--- src/rtl/gmem_port_arbiter.sv ---
// gmem_port_arbiter
// Round-robin arbiter that shares one AXI master port on global memory among
// N_REQ word-wide load/store requesters. Only one AXI transaction is in
// flight at a time. Each 32-bit request becomes a single-beat INCR burst, and
// the word is placed in its lane of the wide GMEM data bus.
//
// Optional feature macro: GMEM_ARB_WRITE_ACK_EN
//   defined   -> every store returns a response beat that carries bresp
//   undefined -> stores retire at the B handshake without a response beat

module gmem_port_arbiter #(
    parameter int N_REQ       = 2,
    parameter int ADDR_W      = 28,
    parameter int DATA_W      = 32,
    parameter int GMEM_DATA_W = 128
) (
    input  logic                      clk,
    input  logic                      rst,

    // requester side
    input  logic [N_REQ-1:0]          req_valid,
    input  logic [N_REQ-1:0]          req_we,
    output logic [N_REQ-1:0]          req_ready,
    input  logic [N_REQ*ADDR_W-1:0]   req_addr,
    input  logic [N_REQ*DATA_W-1:0]   req_wdata,
    output logic [N_REQ-1:0]          rsp_valid,
    input  logic [N_REQ-1:0]          rsp_ready,
    output logic [DATA_W-1:0]         rsp_data,
    output logic                      rsp_err,

    // AXI write address
    output logic [ADDR_W-1:0]         m_axi_awaddr,
    output logic [7:0]                m_axi_awlen,
    output logic [2:0]                m_axi_awsize,
    output logic [1:0]                m_axi_awburst,
    output logic                      m_axi_awvalid,
    input  logic                      m_axi_awready,
    // AXI write data
    output logic [GMEM_DATA_W-1:0]    m_axi_wdata,
    output logic [GMEM_DATA_W/8-1:0]  m_axi_wstrb,
    output logic                      m_axi_wlast,
    output logic                      m_axi_wvalid,
    input  logic                      m_axi_wready,
    // AXI write response
    input  logic [1:0]                m_axi_bresp,
    input  logic                      m_axi_bvalid,
    output logic                      m_axi_bready,
    // AXI read address
    output logic [ADDR_W-1:0]         m_axi_araddr,
    output logic [7:0]                m_axi_arlen,
    output logic [2:0]                m_axi_arsize,
    output logic [1:0]                m_axi_arburst,
    output logic                      m_axi_arvalid,
    input  logic                      m_axi_arready,
    // AXI read data
    input  logic [GMEM_DATA_W-1:0]    m_axi_rdata,
    input  logic [1:0]                m_axi_rresp,
    input  logic                      m_axi_rvalid,
    output logic                      m_axi_rready
);

    localparam int LANES          = GMEM_DATA_W / DATA_W;
    localparam int LANE_W         = $clog2(LANES);
    localparam int LANE_SW        = (LANE_W > 0) ? LANE_W : 1;
    localparam int BYTES_PER_LANE = DATA_W / 8;
    localparam int STRB_W         = GMEM_DATA_W / 8;
    localparam int OFF_W          = $clog2(STRB_W);
    localparam int IDX_W          = $clog2(N_REQ);

    typedef enum logic [2:0] {
        IDLE    = 3'd0,
        WR      = 3'd1,
        WR_RESP = 3'd2,
        RD_ADDR = 3'd3,
        RD_DATA = 3'd4,
        RESP    = 3'd5
    } state_t;

    state_t              state_r;
    state_t              state_nxt_s;

    logic [IDX_W-1:0]    last_r;
    logic [IDX_W-1:0]    idx_r;
    logic [ADDR_W-1:0]   addr_r;
    logic [DATA_W-1:0]   wdata_r;
    logic                aw_done_r;
    logic                w_done_r;
    logic [1:0]          resp_r;
    logic [DATA_W-1:0]   rdata_r;

    logic                win_found_s;
    logic [IDX_W-1:0]    win_idx_s;
    logic                accept_s;
    logic [LANE_SW-1:0]  lane_s;
    logic [DATA_W-1:0]   rdata_lane_s;
    logic                unused_addr_s;

    // Lane of the wide bus addressed by the captured request; byte offset
    // inside the word is ignored.
    generate
        if (LANE_W > 0) begin : g_lane
            assign lane_s = addr_r[LANE_W+1:2];
        end else begin : g_lane_single
            assign lane_s = 1'b0;
        end
    endgenerate

    // The sub-word byte offset plays no role in a word-wide access.
    assign unused_addr_s = ^addr_r[1:0];

    assign rdata_lane_s = m_axi_rdata[lane_s*DATA_W +: DATA_W];

    // Round-robin search: the first valid requester found upward from last+1.
    always_comb begin
        int cand;
        win_found_s = 1'b0;
        win_idx_s   = '0;
        cand        = 0;
        for (int k = 1; k <= N_REQ; k++) begin
            cand = (int'(last_r) + k) % N_REQ;
            if (!win_found_s && req_valid[IDX_W'(cand)]) begin
                win_found_s = 1'b1;
                win_idx_s   = IDX_W'(cand);
            end else begin
                win_found_s = win_found_s;
            end
        end
    end

    assign accept_s = (state_r == IDLE) && win_found_s;

    // Grant is offered to the round-robin winner only, and only while idle.
    always_comb begin
        req_ready = '0;
        if (accept_s) begin
            req_ready[win_idx_s] = 1'b1;
        end else begin
            req_ready = '0;
        end
    end

    // Next-state decode for the single-outstanding-transaction sequencer.
    always_comb begin
        state_nxt_s = state_r;
        case (state_r)
            IDLE: begin
                if (accept_s) begin
                    if (req_we[win_idx_s]) begin
                        state_nxt_s = WR;
                    end else begin
                        state_nxt_s = RD_ADDR;
                    end
                end else begin
                    state_nxt_s = IDLE;
                end
            end
            WR: begin
                // AW and W may complete in either order or together
                if ((aw_done_r || m_axi_awready) && (w_done_r || m_axi_wready)) begin
                    state_nxt_s = WR_RESP;
                end else begin
                    state_nxt_s = WR;
                end
            end
            WR_RESP: begin
                if (m_axi_bvalid) begin
`ifdef GMEM_ARB_WRITE_ACK_EN
                    state_nxt_s = RESP;
`else
                    state_nxt_s = IDLE;
`endif
                end else begin
                    state_nxt_s = WR_RESP;
                end
            end
            RD_ADDR: begin
                if (m_axi_arready) begin
                    state_nxt_s = RD_DATA;
                end else begin
                    state_nxt_s = RD_ADDR;
                end
            end
            RD_DATA: begin
                if (m_axi_rvalid) begin
                    state_nxt_s = RESP;
                end else begin
                    state_nxt_s = RD_DATA;
                end
            end
            RESP: begin
                if (rsp_ready[idx_r]) begin
                    state_nxt_s = IDLE;
                end else begin
                    state_nxt_s = RESP;
                end
            end
            default: begin
                state_nxt_s = IDLE;
            end
        endcase
    end

    // State register.
    always_ff @(posedge clk) begin
        if (rst) begin
            state_r <= IDLE;
        end else begin
            state_r <= state_nxt_s;
        end
    end

    // Request capture and round-robin pointer update on accept.
    always_ff @(posedge clk) begin
        if (rst) begin
            last_r  <= IDX_W'(N_REQ - 1);
            idx_r   <= '0;
            addr_r  <= '0;
            wdata_r <= '0;
        end else if (accept_s) begin
            last_r  <= win_idx_s;
            idx_r   <= win_idx_s;
            addr_r  <= req_addr[win_idx_s*ADDR_W +: ADDR_W];
            wdata_r <= req_wdata[win_idx_s*DATA_W +: DATA_W];
        end
    end

    // Per-channel completion flags for the AW and W handshakes.
    always_ff @(posedge clk) begin
        if (rst) begin
            aw_done_r <= 1'b0;
            w_done_r  <= 1'b0;
        end else begin
            case (state_r)
                WR: begin
                    if (m_axi_awready) begin
                        aw_done_r <= 1'b1;
                    end
                    if (m_axi_wready) begin
                        w_done_r <= 1'b1;
                    end
                end
                default: begin
                    aw_done_r <= 1'b0;
                    w_done_r  <= 1'b0;
                end
            endcase
        end
    end

    // Response capture: load word and resp code, cleared at each new accept
    // so that a write ack carries zero data.
    always_ff @(posedge clk) begin
        if (rst) begin
            resp_r  <= 2'b00;
            rdata_r <= '0;
        end else begin
            case (state_r)
                IDLE: begin
                    if (accept_s) begin
                        resp_r  <= 2'b00;
                        rdata_r <= '0;
                    end
                end
                WR_RESP: begin
                    if (m_axi_bvalid) begin
                        resp_r <= m_axi_bresp;
                    end
                end
                RD_DATA: begin
                    if (m_axi_rvalid) begin
                        resp_r  <= m_axi_rresp;
                        rdata_r <= rdata_lane_s;
                    end
                end
                default: begin
                    resp_r  <= resp_r;
                    rdata_r <= rdata_r;
                end
            endcase
        end
    end

    // Write strobe covering only the addressed lane.
    always_comb begin
        m_axi_wstrb = '0;
        for (int l = 0; l < LANES; l++) begin
            if (lane_s == LANE_SW'(l)) begin
                m_axi_wstrb[l*BYTES_PER_LANE +: BYTES_PER_LANE] = {BYTES_PER_LANE{1'b1}};
            end else begin
                m_axi_wstrb[l*BYTES_PER_LANE +: BYTES_PER_LANE] = {BYTES_PER_LANE{1'b0}};
            end
        end
    end

    // Response beat goes to the requester that owns the transaction.
    always_comb begin
        rsp_valid = '0;
        if (state_r == RESP) begin
            rsp_valid[idx_r] = 1'b1;
        end else begin
            rsp_valid = '0;
        end
    end

    assign rsp_data = rdata_r;
    assign rsp_err  = (resp_r != 2'b00);

    // AXI channel controls decode from registered state only.
    assign m_axi_awvalid = (state_r == WR) && !aw_done_r;
    assign m_axi_wvalid  = (state_r == WR) && !w_done_r;
    assign m_axi_wlast   = m_axi_wvalid;
    assign m_axi_bready  = (state_r == WR_RESP);
    assign m_axi_arvalid = (state_r == RD_ADDR);
    assign m_axi_rready  = (state_r == RD_DATA);

    assign m_axi_awaddr  = {addr_r[ADDR_W-1:OFF_W], {OFF_W{1'b0}}};
    assign m_axi_araddr  = {addr_r[ADDR_W-1:OFF_W], {OFF_W{1'b0}}};
    assign m_axi_awlen   = 8'd0;
    assign m_axi_arlen   = 8'd0;
    assign m_axi_awsize  = 3'(OFF_W);
    assign m_axi_arsize  = 3'(OFF_W);
    assign m_axi_awburst = 2'b01;
    assign m_axi_arburst = 2'b01;
    assign m_axi_wdata   = {LANES{wdata_r}};

endmodule

--- config.mk ---
export PLATFORM = sky130hd
export DESIGN_NAME = gmem_port_arbiter
export DESIGN_NICKNAME = d
export VERILOG_FILES = /design/src/rtl/gmem_port_arbiter.sv
export SDC_FILE = /design/constraint.sdc
export NUM_CORES = 1
export LEC_CHECK = 0
export CAP_MARGIN = 10
export CORE_AREA = 4 4 203 205
export CTS_CLUSTER_DIAMETER = 80
export DETAILED_ROUTE_END_ITERATION = 10
export DIE_AREA = 0 0 207 209
export GPL_TIMING_DRIVEN = 0
export PLACE_DENSITY_LB_ADDON = 0.12
export REMOVE_ABC_BUFFERS = 1
export SLEW_MARGIN = 20
export SYNTH_ARGS = -nofsm -noshare
export SYNTH_HDL_FRONTEND = slang
export SYNTH_SLANG_ARGS = --single-unit
--- constraint.sdc ---
create_clock -name clk -period 3.26 [get_ports clk]
set_input_delay 0.326 -clock clk [delete_from_list [all_inputs] [get_ports clk]]
set_output_delay 0.326 -clock clk [all_outputs]
set_load 0.01 [all_outputs]
Word-level counts from Yosys, hierarchy flattened
Cells that the tools add are included.
- input port bits: 265
- memories kept: 0
- register bits after elaboration: 101
- bits in read-only memories: 0
- latch bits: 0
- logic and storage cells: 90
- output and inout bits: 269
- bits in writable memories: 0
- div/mod/pow operators: 0
- bitwise gates (word level): 1
- shift-type cells: 3
- add/sub/neg operators: 2
- eq/ne operators: 11
- order comparisons: 6
- reductions and logical operators: 20
- mux-type cells: 37
- multipliers: 1
- operator list (cell ; count):
    $shiftx 128x8->32 ; 1
    $mux 32 ; 2
    $pmux 32 s2 ; 1
    $shiftx 64x7->32 ; 1
    $shiftx 56x7->28 ; 1
    $pmux 3 s6 ; 1
    $mux 2 ; 8
    $mux 4 ; 4
    $mux 1 ; 15
    $mux 3 ; 3
    $logic_and 1x1->1 ; 7
    $eq 3x2->1 const B ; 2
    $eq 3x3->1 const B ; 2
    $lt 1x3->1 const B ; 2
    $ne 2x2->1 const B ; 3
    $pmux 2 s3 ; 1
    $eq 2x2->1 const B ; 2
    $lt 1x2->1 const B ; 2
    $mul 1x3->4 const B ; 1
    $reduce_and 4->1 ; 1
    $reduce_bool 2->1 ; 2
    $eq 3x1->1 const B ; 1
    $logic_not 1->1 ; 3
    $logic_not 3->1 ; 1
    other kinds (10) ; 14

Longest topological paths before layout
- word-level depth: 13
- gate-level depth with buffers: 6
- gate-level depth less buffers: 3

Worst setup path after synthesis
Ideal clock, no wire load.
- kind: reg2out
- start point: register state_r[1]
- end point: output port m_axi_wvalid
- data required time: 2934 ps
- slack: 1556 ps
- path buffers: 3
- data arrival time: 1378 ps
- stages on the path, launching flop included: 6
- cells stage by stage: dfxtp_1 -> buf_6 -> or3b_2 -> clkbuf_1 -> nor2_1 -> buf_4
- longest elaborated chain between the ends: 2
- RTL lines (element ; line ; RTL):
    start: declaration ; 79 ; state_t state_r;
    start signal: assignment ; 208 ; state_r <= state_nxt_s;
    $eq 3x1->1 ; 310 ; assign m_axi_wvalid = (state_r == WR) && !w_done_r;
    $logic_and 1x1->1 ; 310 ;
    end: declaration ; 42 ; output logic m_axi_wvalid,
Every way passes these cells.

Worst setup path in the final report
- start point: register state_r[0]
- end point: output port req_ready[1]
- longest elaborated chain between the ends: 3
- RTL lines (element ; line ; RTL):
    $logic_not 3->1 ; 130 ; assign accept_s = (state_r == IDLE) && win_found_s;
    $logic_and 1x1->1 ; 130 ;
    $mux 2 ; 135 ; if (accept_s) begin
    end: declaration ; 23 ; output logic [N_REQ-1:0] req_ready,
Every way passes these cells.

==> out/results.tsv <==
metric	value	unit
detailed placement HPWL	21900	um
grt ovf	0	
1st-iter DRT viols	133	
Die Height	209	um
post-synthesis simple-gate area fraction	7.21	%
post-layout worst setup margin	0.279	ns
fin crit period	2.98	ns
Die Width	207	um
ys flop type	dfxtp_1	
Adder-Cell Fraction of Synth Area	0	%
worst-case clock buffer depth	2	
core area	0.0395	mm^2
area of the die	0.0433	mm^2
max_cap viols	0	
Post-CTS Hold Fix Bufs	0	
Slew HR	50.1	%
mux share of post-synthesis cell area	21.4	%
commonest cells after routing, fill and taps aside	493 x clkdlybuf4s50_1, 96 x dfxtp_1, 67 x nor2_1, 62 x mux2i_1, 56 x a211oi_1	
fraction of layout cells with a size suffix above 1	7.74	%
residual DRC count	0	
Tcrit/Tclk final	91.4	%
Post-Synth XOR/XNOR Area	0	%
Lkg Pwr	4.11	nW
startpoint types	flip-flop	
Clock transition at path regs	0.08	ns
post-synthesis cell type count	39	
peak fanout along the critical path	14	
Synth async-reset ratio	0	%
CTS Sinks	99	
switching share of power	31.5	%
# IOs	534	
sequential share of the synthesized area	31.4	%
routed wire length	26600	um
worst hold slack	0.449	ns
final setup violation count	0	
clock root buffer	clkbuf_16	
fmax	0.335	GHz
Synth Area per Inst	9.94	um^2
first-pass GRT wire length	38700	um
RSZ-0062 raised after global routing	false	
Final Net Count	1216	
number of port buffers	494	
Worst VDD drop	0.201	mV
CP arrival	2.66	ns
post-cts sizing count	0	
Crit Path Class	flip-flop to output port	
pin count of the biggest net entering global routing	38	
Post-synth EDFFs	0	
Area Overhead vs Synth	72.3	%
DRT Pass-1 Iters	4	
vias in the first global route	5784	
Max Slew Vio Count	0	
largest family of logic cells by synthesized area	buffers and inverters	
Mapped Area	0.00632	mm^2
#FFs+latches synth	99	
Post-CTS Setup Repair Bufs	1	
Starting Density	16.0	%
setup_tns	0	ns
Placement Cell Area	0.0106	mm^2
skew final	0.0105	ns
Final Wtd Congestion	0.722	
design area	0.0109	mm^2
CTS tree	yes	
commonest non-fill, non-tap cell in the layout	clkdlybuf4s50_1	
Crit path required time	2.93	ns
share of total power in combinational logic	39.9	%
pre-CTS setup slack	-0.0779	ns
antenna violations before repair	4	
Synth Area in Compound Gates	13.2	%
Hold Vio Cnt, Final	0	
GR Util All Layers	11.8	%
via count	5516	
status	completed	
number of buffers created by CTS	9	
min-delay worst type	input pin to flip-flop	
Pint	2.93	mW
Worst-Skew Late Latency	0.37	ns
part of the power in registers	34.8	%
Psw	1.35	mW
Mapped Cells	636	
Clock power frac	25.3	%
row cnt	73	
Least-Margin Pin Slew	0.748	ns
Routed wire per std cell	17.9	um
YS warnings	0	
Pwr Density	393	mW/mm^2
antenna viol nets, final	0	
Worst setup EP type	output port	
Vias/cell	3.71	
CTS H-tree depth	3	
[cell type report]
type	count	area, um^2
timing repair buffer	509	5160
antenna	4	10.0
clock buffer	11	243
multi-input combinational	329	2780
clock inverter	5	37.5
fill	4201	28600
tap	525	657
inverter	3	11.3
sequential	99	1990
[flip-flops by register name, summed over array words and instances (netlist names)]
signal	count
wdata_r	32
last_r	1
w_done_r	1
aw_done_r	1
addr_r	26
idx_r	1
resp_r	2
state_r	3
rsp_data	32
[synthesized netlist by cell type, drive strengths merged (2+ instances only)]
library cell	n	area share (%)
a211o	2	0.28
a211oi	58	7.0
a21oi	3	0.30
a22o	32	4.4
a32oi	2	0.28
and2	5	0.49
buf	225	26
clkbuf	12	0.73
conb	2	0.12
dfxtp	99	31
inv	3	0.18
mux2i	62	9.8
mux4	32	11
nand2b	3	0.30
nand3b	5	0.59
nor2	67	4.0
nor2b	6	0.59
nor3	3	0.24
[routing by layer]
layer  wire, um  track usage (%)  vias to the layer above  part of all wire [%]
li1           -                -                     2672                     -
met1      10300             13.1                     2563                    39
met2      14100             21.4                      254                    53
met3       1620             3.09                       27                   6.1
met4        610             4.35                        0                   2.3
met5          0                0                        -                     0
[final timing paths]
path                            startpoint  cells after the start  slack, ns           end
worst min register to register   resp_r[1]                      2       0.47     resp_r[1]
worst max register to register  state_r[0]                     10       0.73     addr_r[3]
worst max-delay path            state_r[0]                      7       0.28  req_ready[1]
worst min-delay path                   rst                      2       0.45   wdata_r[19]
[power by group through the flow]
stage               Clock [mW]  Sequential, mW  Combinational, mW
floorplan                    0            1.65              0.474
global placement             0            1.58               1.67
detailed placement           0            1.53               1.73
CTS                       1.16            1.50               1.74
global route              1.19            1.52               1.83
finish                    1.08            1.49               1.71
[critical path, cell delays in order, from the launching register on]
cell and delay, ns:
dfxtp_1 0.47, nor4b_4 0.38, buf_6 0.21, buf_6 0.18, buf_6 0.17, buf_6 0.17
nor2b_1 0.14, clkdlybuf4s50_1 0.55
[metrics by stage]
stage          std cells  utilization (%)  power (mW)
3_5_place_dp        1464             26.8        3.26
3_3_place_gp        1450             26.3        3.25
6_report            1485             27.6        4.28
4_1_cts             1481             27.6        4.40
5_1_grt             1485             27.6        4.54
2_1_floorplan        431                -        2.12
[cells by family (layout without fill, tap and decap cells)]
family                 count (synthesis)  after routing
flip-flops                            99             99
AND/OR/NAND/NOR                       96             96
AO/OA/AOI/OAI                        104            104
buffers and inverters                240            528
other                                  2             38
multiplexers                          95             95
Note: power is estimated with default switching activity, not from simulation.
